===== src/rtl/interrupt_controller_pkg.sv =====
// Shared types and defaults for the interrupt front end: FSM state encoding
// and the parameter defaults used by the top and the pin synchroniser.
package interrupt_controller_pkg;

   localparam int unsigned DEF_PC_WIDTH    = 32;
   localparam int unsigned DEF_SYNC_STAGES = 2;
   localparam int unsigned DEF_VECTOR_ADDR = 0;

   typedef enum logic [2:0] {
      ST_IDLE   = 3'd0,
      ST_WAIT   = 3'd1,
      ST_CALL   = 3'd2,
      ST_SAVE   = 3'd3,
      ST_VECTOR = 3'd4,
      ST_ISR    = 3'd5
   } irq_state_e;

   function automatic logic state_is_busy(irq_state_e s);
      return (s != ST_IDLE);
   endfunction

endpackage


===== src/rtl/interrupt_controller_sync_edge_detect.sv =====
// Multi-flop synchroniser for an asynchronous pin followed by a rising-edge
// detector; reusable for any external level input.
module sync_edge_detect
   import interrupt_controller_pkg::*;
#(
   parameter int unsigned SYNC_STAGES = DEF_SYNC_STAGES
) (
   input  logic i_clk,
   input  logic i_rst_n,
   input  logic i_async,
   output logic o_rise
);

   logic [SYNC_STAGES-1:0] sync_q;
   logic [SYNC_STAGES-1:0] sync_d;
   logic                   dly_q;
   logic                   dly_d;

   always_comb begin
      sync_d = {sync_q[SYNC_STAGES-2:0], i_async};
      dly_d  = sync_q[SYNC_STAGES-1];
   end

   always_ff @(posedge i_clk or negedge i_rst_n) begin
      if (!i_rst_n) begin
         sync_q <= '0;
         dly_q  <= 1'b0;
      end else begin
         sync_q <= sync_d;
         dly_q  <= dly_d;
      end
   end

   // Only the 0->1 transition of the synchronised level counts as a request.
   assign o_rise = sync_q[SYNC_STAGES-1] & ~dly_q;

endmodule


===== src/rtl/interrupt_controller.sv =====
// Interrupt entry sequencer: latches a pending request from the external pin,
// waits for a safe point, then steps through call, return-PC save and vector fetch.
module interrupt_controller
   import interrupt_controller_pkg::*;
#(
   parameter int unsigned PC_WIDTH    = DEF_PC_WIDTH,
   parameter int unsigned SYNC_STAGES = DEF_SYNC_STAGES,
   parameter int unsigned VECTOR_ADDR = DEF_VECTOR_ADDR
) (
   input  logic                i_clk,
   input  logic                i_rst_n,
   input  logic                i_int_req,
   input  logic                i_stall_interrupt,
   input  logic                i_branch_decision,
   input  logic                i_rti,
   input  logic [PC_WIDTH-1:0] i_pc_d,
   output logic                o_interrupt_call,
   output logic                o_save_valid,
   output logic [PC_WIDTH-1:0] o_save_pc,
   output logic                o_vector_fetch,
   output logic [PC_WIDTH-1:0] o_vector_addr,
   output logic                o_in_isr,
   output logic                o_busy
);

   logic rise;

   sync_edge_detect #(
      .SYNC_STAGES (SYNC_STAGES)
   ) u_sync_edge_detect (
      .i_clk   (i_clk),
      .i_rst_n (i_rst_n),
      .i_async (i_int_req),
      .o_rise  (rise)
   );

   irq_state_e          state_q;
   irq_state_e          state_d;
   logic                pending_q;
   logic                pending_d;
   logic [PC_WIDTH-1:0] save_pc_q;
   logic [PC_WIDTH-1:0] save_pc_d;
   logic                call_q;
   logic                save_valid_q;
   logic                vector_fetch_q;
   logic                in_isr_q;
   logic                busy_q;
   logic                safe_point;

   assign safe_point = ~i_stall_interrupt & ~i_branch_decision;

   always_comb begin
      state_d   = state_q;
      pending_d = pending_q;
      save_pc_d = save_pc_q;

      unique case (state_q)
         ST_IDLE: begin
            if (pending_q) begin
               state_d = ST_WAIT;
            end
         end
         ST_WAIT: begin
            if (safe_point) begin
               state_d   = ST_CALL;
               save_pc_d = i_pc_d;
               pending_d = 1'b0;
            end
         end
         ST_CALL:   state_d = ST_SAVE;
         ST_SAVE:   state_d = ST_VECTOR;
         ST_VECTOR: state_d = ST_ISR;
         ST_ISR: begin
            if (i_rti) begin
               state_d = ST_IDLE;
            end
         end
         default:   state_d = ST_IDLE;
      endcase

      // A fresh edge always wins, including the cycle that consumes the old one.
      if (rise) begin
         pending_d = 1'b1;
      end
   end

   // Strobes are registered from the next state so they are clean flop outputs
   // that line up exactly with the state they describe.
   always_ff @(posedge i_clk or negedge i_rst_n) begin
      if (!i_rst_n) begin
         state_q        <= ST_IDLE;
         pending_q      <= 1'b0;
         save_pc_q      <= '0;
         call_q         <= 1'b0;
         save_valid_q   <= 1'b0;
         vector_fetch_q <= 1'b0;
         in_isr_q       <= 1'b0;
         busy_q         <= 1'b0;
      end else begin
         state_q        <= state_d;
         pending_q      <= pending_d;
         save_pc_q      <= save_pc_d;
         call_q         <= (state_d == ST_CALL);
         save_valid_q   <= (state_d == ST_SAVE);
         vector_fetch_q <= (state_d == ST_VECTOR);
         in_isr_q       <= (state_d == ST_ISR);
         busy_q         <= state_is_busy(state_d);
      end
   end

   assign o_interrupt_call = call_q;
   assign o_save_valid     = save_valid_q;
   assign o_save_pc        = save_pc_q;
   assign o_vector_fetch   = vector_fetch_q;
   assign o_vector_addr    = PC_WIDTH'(VECTOR_ADDR);
   assign o_in_isr         = in_isr_q;
   assign o_busy           = busy_q;

endmodule


===== config.mk =====
export PLATFORM = sky130hd
export DESIGN_NAME = interrupt_controller
export DESIGN_NICKNAME = d
export VERILOG_FILES = /design/src/rtl/interrupt_controller_pkg.sv /design/src/rtl/interrupt_controller_sync_edge_detect.sv /design/src/rtl/interrupt_controller.sv
export SDC_FILE = /design/constraint.sdc
export NUM_CORES = 1
export LEC_CHECK = 0
export ABC_CLOCK_PERIOD_IN_PS = 2530
export BUFFER_PORTS_ARGS = -buffer_cell sky130_fd_sc_hd__buf_4
export CAP_MARGIN = 20
export CORE_MARGIN = 5
export CORE_UTILIZATION = 48
export DETAILED_ROUTE_END_ITERATION = 8
export GPL_ROUTABILITY_DRIVEN = 0
export GPL_TIMING_DRIVEN = 0
export PLACE_DENSITY_LB_ADDON = 0.12
export SYNTH_ARGS = -nofsm -noshare
export SYNTH_HDL_FRONTEND = slang
export SYNTH_SLANG_ARGS = --single-unit

===== constraint.sdc =====
create_clock -name i_clk -period 2.53 [get_ports i_clk]
set_clock_uncertainty 0.1 [all_clocks]
set_input_delay 0.506 -clock i_clk [delete_from_list [all_inputs] [get_ports i_clk]]
set_output_delay 0.506 -clock i_clk [all_outputs]
set_load 0.02 [all_outputs]

==> results of run 1 <==
==> worst max path at each step <==
stage                       from  slack (ns)  cells after the start            end
5_1_grt               state_q[2]        0.80                      4  o_save_pc[22]
3_5_place_dp   i_branch_decision        0.67                      5   o_save_pc[0]
2_1_floorplan  i_branch_decision        0.92                      4   o_save_pc[0]
6_report              state_q[2]        0.90                      4  o_save_pc[16]
3_3_place_gp   i_branch_decision        0.68                      5  o_save_pc[23]
4_1_cts               state_q[2]        0.88                      4  o_save_pc[16]
==> synthesized netlist by cell type <==
master / number / share of area (%)
a211oi_1: 1 / 0.38
a21o_1: 1 / 0.38
a21oi_1: 2 / 0.51
a22o_1: 1 / 0.45
and2_1: 2 / 0.64
buf_4: 32 / 12
buf_6: 3 / 1.7
conb_1: 1 / 0.19
dfrtp_1: 44 / 56
inv_1: 3 / 0.57
mux2_2: 5 / 2.9
mux2_4: 27 / 21
nand2_1: 1 / 0.19
nand2b_1: 1 / 0.32
nand3b_4: 1 / 1.0
nor2_1: 2 / 0.38
nor2b_1: 1 / 0.32
nor3_2: 1 / 0.51
nor4_1: 1 / 0.32
or2_2: 1 / 0.32
==> per-stage QoR <==
step                      total power, W  instance area (um2)  worst slack (ns)
after floorplan                  0.00216                 2080             0.922
after global placement           0.00276                 2700             0.682
after detailed placement         0.00279                 2700             0.671
after CTS                        0.00332                 2810             0.879
after global routing             0.00346                 2810             0.799
final                            0.00328                 2810             0.904
==> power by group through the flow <==
stage	sequential, W	clock, W	combinational, W
5_1_grt	0.00125	0.000556	0.00165
4_1_cts	0.00121	0.000534	0.00158
6_report	0.00121	0.000510	0.00156
3_3_place_gp	0.00120	0	0.00155
3_5_place_dp	0.00122	0	0.00158
2_1_floorplan	0.00155	0	0.000609
==> flip-flops by register name (all words and copies together), names as in the netlist <==
name                       flops
o_save_pc                     32
state_q                        3
o_vector_fetch                 1
o_interrupt_call               1
u_sync_edge_detect.dly_q       1
o_busy                         1
o_save_valid                   1
o_in_isr                       1
pending_q                      1
u_sync_edge_detect.sync_q      2
==> per-layer routing <==
layer,part of all wire [%],vias up,track usage (%)
met4,1.9,0,7.85
met1,39,545,17.8
li1,-,592,-
met3,14,5,6.49
met5,0,-,0
met2,46,67,21.5
==> worst reg2reg max path: stages, from the launching register on <==
cell	delay (ns)
dfrtp_1	0.46
nor3_2	0.25
nand3b_4	0.20
buf_6	0.21
mux2_4	0.31
==> final cells by class <==
class / instances / area [um2]
multi-input cells: 80 / 694
well taps: 50 / 62.6
plain buffers: 35 / 274
clock buffers: 6 / 72.6
clock inverters: 2 / 35.0
repair buffers: 74 / 556
flip-flops and latches: 44 / 1100
fillers: 303 / 1160
inverters: 3 / 11.3
==> cell families (layout without fill, tap and decap cells) <==
family | after synthesis | after routing | share of synthesized area, %
flops | 44 | 44 | 56.1
buf+inv | 38 | 120 | 14.5
mux | 32 | 32 | 23.5
simple gates | 11 | 11 | 4.01
compound gates | 5 | 5 | 1.72
other cells | 1 | 32 | 0.191
==> out/metrics.cfg, run 1 <==
[setup_path]
timing.rr.start = state_q[2]
start_kind = flip-flop
cp-end-kind = flip-flop
timing.rr.end = o_save_pc[16]
crit_fanout = 10
arrival_ns = 1.70
worst_path_dominant_cell_family = flip-flops
path_buf_inv = 1
worstPathRequired_ns = 2.60
crit_type = flip-flop to flip-flop
slowest_delay_ns = 0.46
reg2regPathDepth = 4
crit_chain = nor3_2 > nand3b_4 > buf_6 > mux2_4
crit_slowest_cell = dfrtp_1
rrSetupSlack_ns = 0.90

[routing]
detail-route-antenna-nets = 0
via_per_inst = 4.11
avgRoutedWirePerCell_um = 13.5
drc = 0
vias = 1209
drt_wl_total_um = 3970
first_pass_iters = 3
drtIter0Drc = 26

[final_layout]
stdcell_count = 294
layout_commonest_cell = buf_4
areaGrowthSynthToFinish_pct = 42.9
fin_nets = 281
layout_common_cells = buf_4 (106), dfrtp_1 (44), conb_1 (32)
layout-drive-gt1-share_pct = 61.9
finish.utilization_pct = 70.7
antenna_cells = 0

[power_and_ir_drop]
swShare_pct = 34.5
peakVddDrop_mv = 0.683
p_sw_w = 0.00113
p_seq_share_pct = 36.9
clockPowerShare_pct = 15.6
power.share.combinational_pct = 47.5
p_per_area_mw_per_mm2 = 1170
p_int_w = 0.00215
leakagePower_nw = 1.59

[clock_tree]
clock_latency_ns = 0.29
cts_sinks = 44
cts_tree = yes
clockBufferDepth = 2
clk_pin_slew_ns = 0.08
htreeDepth = 2
cts_buffers = 5
postCtsSetupBuffers = 0
hold_buffers = 0
cts_resized = 0
cts-root-buf = clkbuf_8

[logic_synthesis]
synthesis.area_mm2 = 0.00196
ys_ff_latch = 44
ys_seq_area_share_pct = 56.1
synth_warnings = 0
synth_cells = 131
synth_cell_types = 20
syn_avg_cell_area_um2 = 15.0

[sta]
fin_crit_ns = 1.63
slew_headroom_pct = 63.7
final_hold_viol_count = 0
slew_violations = 0
setup_tns_ns = 0
timing.hold.ws_ns = 0.0968
fin_crit_sh_pct = 64.3
rsz0062_at_grt = false
tightest_slew_ns = 0.545
max_freq_ghz = 0.615
setup_viol = 0

[outcome]
status = finished, final reports clean

[placed_design]
dp_cells = 286
portBuffers = 74
dp_hpwl_um = 3040

[floorplanning]
coreArea_mm2 = 0.00397
rows = 23
fp.dieArea_mm2 = 0.00547
pin_count = 107
die_w_um = 74.0
start_util_pct = 49.5
die_h_um = 74.0

[job]
drv_cap = 0

[global_routing]
grt_antenna_before_repair = 0
grt_usage_pct = 14.5
gr-total-overflow = 0
grt_max_degree = 45
grt_pass1_vias = 1177
grt_pass1_wl_um = 5950

[worst_hold_path]
hp-class = input pin to asynchronous set/reset pin

(Power assumes the default switching activity.)
==> run 2, diff against run 1 <==
--- a/config.mk
+++ b/config.mk
@@ -5,11 +5,12 @@
 export SDC_FILE = /design/constraint.sdc
 export NUM_CORES = 1
 export LEC_CHECK = 0
-export ABC_CLOCK_PERIOD_IN_PS = 2530
+export ABC_AREA = 1
+export ABC_CLOCK_PERIOD_IN_PS = 1650
 export BUFFER_PORTS_ARGS = -buffer_cell sky130_fd_sc_hd__buf_4
 export CAP_MARGIN = 20
 export CORE_MARGIN = 5
-export CORE_UTILIZATION = 48
+export CORE_UTILIZATION = 44
 export DETAILED_ROUTE_END_ITERATION = 8
 export GPL_ROUTABILITY_DRIVEN = 0
 export GPL_TIMING_DRIVEN = 0
==> constraint.sdc (replaced) <==
create_clock -name i_clk -period 1.65 [get_ports i_clk]
set_clock_uncertainty 0.1 [all_clocks]
set_input_delay 0.33 -clock i_clk [delete_from_list [all_inputs] [get_ports i_clk]]
set_output_delay 0.33 -clock i_clk [all_outputs]
set_load 0.02 [all_outputs]
==> out/metrics.cfg, run 2 <==
[outcome]
status = finished, final reports clean

[final_layout]
layout_common_cells = buf_4 (106), nand2_1 (105), dfrtp_1 (44)
largest_reg_flops = 32
ff_latch_area_mm2 = 0.00110
design_area_mm2 = 0.00273
antenna_cells = 0
areaGrowthSynthToFinish_pct = 44.0
layout-drive-gt1-share_pct = 37.8
fin_nets = 360
layout_commonest_cell = buf_4
stdcell_count = 373
fill_cells = 357
multi_input_area_um2 = 591

[sta]
max_freq_ghz = 0.774
tightest_slew_ns = 0.525
slew_headroom_pct = 65.0
slew_violations = 0
fin_crit_ns = 1.29
final_hold_viol_count = 0
rsz0062_at_grt = false
setup_viol = 0
fin_crit_sh_pct = 78.3
setup_tns_ns = 0

[logic_synthesis]
synthesis.area_mm2 = 0.00190
synthArstFlopShare_pct = 100
synth_top_area_cell = dfrtp_1
syn_avg_cell_area_um2 = 9.07
synth_edf_count = 0
yosys.cell_count.top_type = nand2_1
synth_cells = 209
ys_seq_area_share_pct = 58.1
synth_warnings = 0
ys_ff_latch = 44
yosys.area.top_type_share_pct = 58.1
yosys-top-cells-count = nand2_1 (105), dfrtp_1 (44), buf_4 (32)
synth_cell_types = 14
synth.area.top_cells = dfrtp_1 (58%), nand2_1 (21%), buf_4 (13%), buf_6 (1.8%), inv_1 (1.2%)
synth-main-ff-cell = dfrtp_1

[setup_path]
crit_type = flip-flop to flip-flop
arrival_ns = 1.42
cp-end-kind = flip-flop
rrSetupSlack_ns = 0.36
worstPathRequired_ns = 1.78
timing.rr.end = o_save_pc[2]
timing.rr.start = state_q[1]
reg2regPathDepth = 6
crit_fanout = 10
start_kind = flip-flop

[floorplanning]
rows = 23
coreArea_mm2 = 0.00409
start_util_pct = 46.4
die_h_um = 75.6
fp.dieArea_mm2 = 0.00572
die_w_um = 75.6
pin_count = 107

[worst_hold_path]
holdPathEnd = u_sync_edge_detect.sync_q[0]
hp-class = input pin to flip-flop
holdPathStages = 1
min_from = i_int_req

[power_and_ir_drop]
leakagePower_nw = 1.65
peakVddDrop_mv = 0.856
p_per_area_mw_per_mm2 = 1640

[clock_tree]
htreeDepth = 2
cts_tree = yes
hold_buffers = 1
cts-root-buf = clkbuf_8
cts_resized = 0
cts_sinks = 44
clockBufferDepth = 2
cts_buffers = 5
clock_latency_ns = 0.29
clk_pin_slew_ns = 0.07
postCtsSetupBuffers = 0

[placed_design]
dp_hpwl_um = 3160
portBuffers = 74
postPlaceCellArea_mm2 = 0.00263
dp_cells = 364

[routing]
detail-route-antenna-nets = 0
drc = 0
drt_wl_total_um = 4050
vias = 1513
first_pass_iters = 4
drtIter0Drc = 37
via_per_inst = 4.06
avgRoutedWirePerCell_um = 10.9

[global_routing]
gr-total-overflow = 0
grt_pass1_wl_um = 6250
grt_max_degree = 45
grt_usage_pct = 14.6
grt_pass1_vias = 1473
grt_antenna_before_repair = 0

[job]
drv_cap = 0

==> run 2: cell types whose count changed after synthesis, sizes merged, moves of 2 or more <==
| cell | previous run | this run |
|---|---|---|
| and2 | 2 | 0 |
| nand2 | 1 | 105 |
| mux2 | 32 | 0 |
| nand3 | 0 | 5 |
| buf | 35 | 38 |
| inv | 3 | 7 |
| nor2 | 2 | 7 |
| a21oi | 2 | 0 |
==> run 2: through the flow <==
stage	setup WS [ns]	hold WS (ns)	total power, W	util (%)
after global placement	0.267	0.233	0.00381	64.4
final	0.358	0.0407	0.00448	66.8
after global routing	0.225	0.0326	0.00480	66.8
after detailed placement	0.240	0.241	0.00386	64.4
after floorplan	0.494	-0.0656	0.00297	-
after CTS	0.330	0.0319	0.00455	66.8
==> run 2: routing by layer <==
layer  GRT usage, %  vias up  wire length, um  share of wire (%)
li1               -      779                -                  -
met1           16.6      669             1570                 39
met2           25.0       59             2030                 50
met3           5.67        6              401                9.9
met4           5.24        0               52                1.3
met5              0        -                0                  0
==> run 2: worst max path at each step <==
stage | from | to
after floorplan | state_q[1] | o_save_pc[12]
after global placement | i_branch_decision | o_save_pc[22]
after detailed placement | i_branch_decision | o_save_pc[19]
after CTS | state_q[1] | o_save_pc[20]
after global routing | state_q[2] | o_save_pc[16]
final | state_q[1] | o_save_pc[2]
==> run 2: power breakdown <==
| part | internal [W] | switching (W) |
|---|---|---|
| sequential | 0.00152 | 0.000230 |
| combinational | 0.000870 | 0.00119 |
| clock | 0.000341 | 0.000326 |
| total | 0.00273 | 0.00175 |
==> run 2: logic make-up after synthesis <==
kind of cell,Yosys count,share of synthesized area (%)
flops,44,58.1
buf+inv,46,16.9
compound gates,1,0.264
other cells,1,0.198
simple gates,117,24.6
==> run 2: layout make-up <==
type / instances / area share (%)
Inverter: 8 / 1.15
Clock buffer: 8 / 3.30
Buffer: 38 / 10.6
Multi-Input combinational cell: 150 / 21.6
Tap cell: 50 / 2.29
Timing Repair Buffer: 75 / 20.7
Sequential cell: 44 / 40.3
==> run 2: worst max-delay path, cell delays in order, from the launching register on <==
cell      delay [ns]
dfrtp_1         0.43
nor2_4          0.17
nand3_4         0.13
clkinv_2        0.14
buf_6           0.15
nand2_1         0.05
nand2_1         0.06
